===== src/rtl/mm_tick_pkg.sv =====
// mm_tick_pkg: shared states, error codes and field widths for the tick frame controller.
package mm_tick_pkg;
    typedef enum logic [2:0] {S_HUNT, S_TYPE, S_PH, S_PL, S_SZ, S_CHK, S_EMIT} state_t;
    localparam logic [1:0] ERR_BADTYPE = 2'd0;
    localparam logic [1:0] ERR_BADSUM  = 2'd1;
    localparam logic [1:0] ERR_TIMEOUT = 2'd2;
    localparam logic [1:0] ERR_ABORT   = 2'd3;
    localparam logic [7:0] SYNC_BYTE_DEF = 8'hA5;
    localparam int PRICE_W = 16;
    localparam int SIZE_W  = 8;
endpackage


===== src/rtl/tick_sat_cnt.sv =====
// tick_sat_cnt: saturating up-counter that sticks at all-ones.
module tick_sat_cnt #(
    parameter int W = 8
) (
    input  logic         clk,
    input  logic         rst,
    input  logic         inc,
    output logic [W-1:0] q
);
    // Count up on inc, holding once every bit is set.
    always_ff @(posedge clk or posedge rst)
        if (rst) q <= '0;
        else if (inc && !(&q)) q <= q + 1'b1;
endmodule


===== src/rtl/tick_frame_ctrl.sv =====
// tick_frame_ctrl: hunts sync, assembles/checks tick frames, hands them over valid/ready.
// Define CHECKSUM_EN to add the trailing XOR check byte (6-byte frames instead of 5).
module tick_frame_ctrl
    import mm_tick_pkg::*;
#(
    parameter logic [7:0] SYNC_BYTE   = SYNC_BYTE_DEF,
    parameter int         TIMEOUT_CYC = 4096,
    parameter int         CNT_W       = 8
) (
    input  logic               clk,
    input  logic               rst,
    input  logic [7:0]         in_data,
    input  logic               in_val,
    output logic               in_rdy,
    input  logic               frame_abort,
    output logic               upd_val,
    input  logic               upd_rdy,
    output logic               upd_side,
    output logic               upd_kind,
    output logic [PRICE_W-1:0] upd_price,
    output logic [SIZE_W-1:0]  upd_size,
    output logic               err_pulse,
    output logic [1:0]         err_code,
    output logic [CNT_W-1:0]   ok_cnt,
    output logic [CNT_W-1:0]   err_cnt
);
    localparam int TW = $clog2(TIMEOUT_CYC);
    state_t        state;
    logic [TW-1:0] gap;
`ifdef CHECKSUM_EN
    logic [7:0]    xsum;
`endif
    logic          acc, in_frame, abort, bad_type, bad_sum, tmo, err;
    logic [1:0]    code;

    // Classify this cycle: byte accept plus every error source, resolved by priority.
    always_comb begin
        acc      = in_val && in_rdy;
        in_frame = state inside {S_TYPE, S_PH, S_PL, S_SZ, S_CHK};
        abort    = in_frame && frame_abort;
        bad_type = state == S_TYPE && acc && |in_data[7:2];
`ifdef CHECKSUM_EN
        bad_sum  = state == S_CHK && acc && in_data != xsum;
`else
        bad_sum  = 1'b0;
`endif
        tmo      = in_frame && !acc && gap == TW'(TIMEOUT_CYC - 1);
        err      = abort || bad_type || bad_sum || tmo;
        code     = abort ? ERR_ABORT : bad_type ? ERR_BADTYPE : bad_sum ? ERR_BADSUM : ERR_TIMEOUT;
    end

    // Frame FSM with field capture, running XOR, gap timer and registered handshake outputs.
    always_ff @(posedge clk or posedge rst)
        if (rst) begin
            state     <= S_HUNT;
            gap       <= '0;
`ifdef CHECKSUM_EN
            xsum      <= '0;
`endif
            in_rdy    <= 1'b1;
            upd_val   <= 1'b0;
            upd_side  <= 1'b0;
            upd_kind  <= 1'b0;
            upd_price <= '0;
            upd_size  <= '0;
            err_pulse <= 1'b0;
            err_code  <= '0;
        end else begin
            err_pulse <= err;
            if (err) begin
                err_code <= code;
                state    <= S_HUNT;
                gap      <= '0;
            end else begin
                gap <= (acc || !in_frame) ? '0 : gap + 1'b1;
                case (state)
                    S_HUNT: if (acc && in_data == SYNC_BYTE) state <= S_TYPE;
                    S_TYPE: if (acc) begin
                        upd_side <= in_data[0];
                        upd_kind <= in_data[1];
`ifdef CHECKSUM_EN
                        xsum     <= in_data;
`endif
                        state    <= S_PH;
                    end
                    S_PH: if (acc) begin
                        upd_price[15:8] <= in_data;
`ifdef CHECKSUM_EN
                        xsum            <= xsum ^ in_data;
`endif
                        state           <= S_PL;
                    end
                    S_PL: if (acc) begin
                        upd_price[7:0] <= in_data;
`ifdef CHECKSUM_EN
                        xsum           <= xsum ^ in_data;
`endif
                        state          <= S_SZ;
                    end
                    S_SZ: if (acc) begin
                        upd_size <= in_data;
`ifdef CHECKSUM_EN
                        xsum     <= xsum ^ in_data;
                        state    <= S_CHK;
`else
                        state    <= S_EMIT;
                        upd_val  <= 1'b1;
                        in_rdy   <= 1'b0;
`endif
                    end
                    S_CHK: if (acc) begin
                        state   <= S_EMIT;
                        upd_val <= 1'b1;
                        in_rdy  <= 1'b0;
                    end
                    S_EMIT: if (upd_rdy) begin
                        state   <= S_HUNT;
                        upd_val <= 1'b0;
                        in_rdy  <= 1'b1;
                    end
                    default: state <= S_HUNT;
                endcase
            end
        end

    tick_sat_cnt #(.W(CNT_W)) u_ok  (.clk(clk), .rst(rst), .inc(upd_val && upd_rdy), .q(ok_cnt));
    tick_sat_cnt #(.W(CNT_W)) u_err (.clk(clk), .rst(rst), .inc(err), .q(err_cnt));
endmodule


===== config.mk =====
export PLATFORM = sky130hd
export DESIGN_NAME = tick_frame_ctrl
export DESIGN_NICKNAME = d
export VERILOG_FILES = /design/src/rtl/mm_tick_pkg.sv /design/src/rtl/tick_sat_cnt.sv /design/src/rtl/tick_frame_ctrl.sv
export SDC_FILE = /design/constraint.sdc
export NUM_CORES = 1
export LEC_CHECK = 0
export ABC_AREA = 1
export ABC_CLOCK_PERIOD_IN_PS = 1900
export CELL_PAD_IN_SITES_DETAIL_PLACEMENT = 1
export CELL_PAD_IN_SITES_GLOBAL_PLACEMENT = 1
export CORE_MARGIN = 4
export CORE_UTILIZATION = 38
export DETAILED_ROUTE_END_ITERATION = 6
export PLACE_DENSITY = 0.75
export SETUP_SLACK_MARGIN = 0.5
export SLEW_MARGIN = 20
export SYNTH_ARGS = -nofsm -noshare
export SYNTH_HDL_FRONTEND = slang
export SYNTH_SLANG_ARGS = --single-unit

===== constraint.sdc =====
create_clock -name clk -period 1.9 [get_ports clk]
set_input_delay 0.19 -clock clk [delete_from_list [all_inputs] [get_ports clk]]
set_output_delay 0.19 -clock clk [all_outputs]
set_load 0.02 [all_outputs]

==> flow_metrics.py <==
metrics = {
    "clocking": {
        "cts_buffers": 9,
        "clk_latency_ns": 0.35,
        "cts_sinks": 62,
        "cts_root_buf": "clkbuf_8",
        "cts_tree": "done",
        "clockBufferDepth": 2,
        "clkTransAtPathRegs_ns": 0.08,
        "cts_htree_levels": 3,
    },
    "synthesis": {
        "syn_inst": 358,
        "synth-compound-area-share_pct": 2.95,
        "synth_top_family_by_area": "simple AND/OR/NAND/NOR gates",
        "synth.avg_cell_area_um2": 8.40,
        "synthMuxAreaShare_pct": 0,
        "synth-xor-area-share_pct": 5.53,
        "synth_top_area_share_pct": 50.8,
        "synthAdderAreaFrac_pct": 1.25,
        "synthesis.area_um2": 3010,
        "synth_simple_gate_area_share_pct": 33.8,
        "yosys.area.top_type": "dfrtp_1",
        "syn_nets": 374,
        "seq_area_frac_synth_pct": 51.6,
        "ys_types": 28,
        "synth-seq-cells": 62,
        "ys_warn_count": 0,
        "synthTopCellsByArea": "dfrtp_1 51%, nand2_1 15%, nand3_1 5.2%",
    },
    "place": {
        "gp_congestion": 0.828,
        "port_buffers": 59,
        "post-dp-hpwl_um": 6040,
        "place_area_um2": 3980,
    },
    "timing": {
        "setup_tns_ns": 0,
        "hold_viol": 0,
        "timing.fmax_mhz": 566,
        "worst_pin_slew_ns": 0.611,
        "slew_headroom_pct": 59.2,
        "rsz0062_at_grt": "yes",
        "holdWs_ns": 0.274,
        "period_needed_ns": 1.77,
        "slew_violations": 0,
        "setup_viol": 0,
        "fin_skew_ns": 0.0118,
        "fin_crit_sh_pct": 92.9,
    },
    "power": {
        "power_density_nw_per_um2": 509,
        "p_comb_share_pct": 3.9,
        "power_leakage_nw": 2.47,
        "p_sw_share_pct": 24.2,
        "clockPowerShare_pct": 43.3,
        "p_int_mw": 1.90,
        "total_power_mw": 2.50,
        "vdd_drop_max_mv": 0.294,
        "p_seq_share_pct": 52.7,
        "p_sw_mw": 0.604,
    },
    "grt": {
        "grt_pass1_wl_um": 18400,
        "grt_antenna_before_repair": 0,
        "grt_use_total_pct": 24.7,
        "overflow": 0,
        "grt_max_degree": 63,
        "first_global_vias": 3419,
    },
    "floorplan": {
        "die_y_um": 97.0,
        "die_area_um2": 9400,
        "fp.dieW_um": 97.0,
        "io_pins": 60,
        "num_rows": 32,
        "coreArea_um2": 7730,
        "initial_core_util_pct": 38.9,
    },
    "worst_setup_path": {
        "crit_path_start_kind": "flop",
        "crit_path_end_kind": "flop",
        "required_ns": 2.16,
        "path_max_fanout": 6,
        "arrival_ns": 2.03,
        "r2r_slack_ns": 0.13,
        "worst-setup-path-type": "flop to flop",
    },
    "layout": {
        "fin_area_um2": 4910,
        "finish.utilization_pct": 63.5,
        "area_growth_pct": 63.3,
        "antennaDiodeCount": 0,
        "drive_above_1_share_pct": 41.8,
        "nets": 498,
        "fillers": 871,
    },
    "route": {
        "wl_per_cell_um": 20.8,
        "num_vias": 3191,
        "drt_iter0_markers": 167,
        "ant_nets": 0,
        "post-route-drc-count": 0,
        "wl_um": 12200,
        "vias_per_cell": 5.43,
        "drt_first_pass_iters": 4,
    },
    "min_path": {
        "hold_path_class": "input pin to asynchronous set/reset pin",
    },
    "job": {
        "cap_violations": 0,
    },
    "status": {
        "status": "complete, no violations",
    },
}
## area by class of cell
type | instances | area (um^2) | share of cell area, %
multi-input combinational | 266 | 1870 | 38.1
sequential | 62 | 1570 | 31.9
timing repair buffer | 119 | 1080 | 22.0
clock buffer | 14 | 163 | 3.31
tap | 102 | 128 | 2.60
inverter | 24 | 96.3 | 1.96
clock inverter | 1 | 5.00 | 0.102
## cell usage in the layout (no fill, tap or decap), types with 12 or more instances in the layout
cell type        count
nand2_1             72
dfrtp_1             51
buf_4               45
dlygate4sd2_1       41
nand2_2             38
nand4_1             22
nor2_1              19
nand3_1             15
inv_1               15
nand3_2             12
xor2_1              12
clkdlybuf4s50_1     12
## registers in the layout, indices dropped and copies added, names as in the netlist, 2 cells and up
register	flops
upd_price	16
gap	12
u_err.q	8
u_ok.q	8
upd_size	8
state	3
err_code	2
## through the flow
stage	cells	setup slack, ns
finish	588	0.134
global route	588	0.0186
CTS	573	0.281
detailed placement	528	0.0615
global placement	528	0.0977
floorplan	358	0.407
## final timing paths
check / from / cells past startpoint / to
hold / removal: rst / 3 / gap[11]
hold reg to reg: upd_size[4] / 2 / upd_size[4]
max in group asynchronous: rst / 3 / in_rdy
setup reg to reg: state[0] / 9 / gap[2]
min in group clk: upd_size[4] / 2 / upd_size[4]
setup / recovery: state[0] / 9 / gap[2]
## cell families (layout without fill, tap and decap cells)
kind of cell / count (synthesis) / in the layout
XOR/XNOR: 19 / 19
AND/OR/NAND/NOR: 227 / 230
AO/OA/AOI/OAI: 14 / 14
flip-flops: 62 / 62
buffers and inverters: 33 / 158
adder cells (fa/ha/maj): 3 / 3
## power by group through the flow
stage,registers [mW],clock network (mW),logic [mW]
after detailed placement,1.34,0,0.0947
after global placement,1.34,0,0.0945
after global routing,1.32,1.16,0.107
final,1.32,1.08,0.0984
after floorplan,1.34,0,0.0260
after CTS,1.32,1.07,0.0962
## critical path: stages, from the launching register on
cell,delay (ns)
dfrtp_2,0.46
o21ai_4,0.20
nand2_4,0.10
nand2_4,0.08
nor2_4,0.06
buf_12,0.12
nor2_8,0.20
buf_12,0.18
nand2_8,0.08
nor3_2,0.17
## cells in the mapped netlist, drive strengths merged
library cell,number
nand2,126
dfrtp,61
nor2,36
nand3,33
inv,24
nand4,22
xor2,12
a21oi,8
nor3,7
xnor2,7
buf,6
o21ai,6
clkbuf,3
ha,3
and3,1
dfstp,1
nand3b,1
or2,1
## routing by layer
layer	vias to the layer above	track usage, %	routed length, um	part of all wire [%]
li1	1416	-	-	-
met1	1642	30.0	4680	38
met2	104	42.1	6620	54
met3	29	6.42	558	4.6
met4	0	8.96	372	3.0
met5	-	0	0	0
## what timing repair did
action	4_1_cts	5_1_grt
resized for setup	121	54
hold buffers	0	0
cloned	5	1
buffers inserted	25	14
endpoints found under the setup margin	105	70
pin swaps	28	19
No activity file was read; power rests on OpenSTA's default activity.
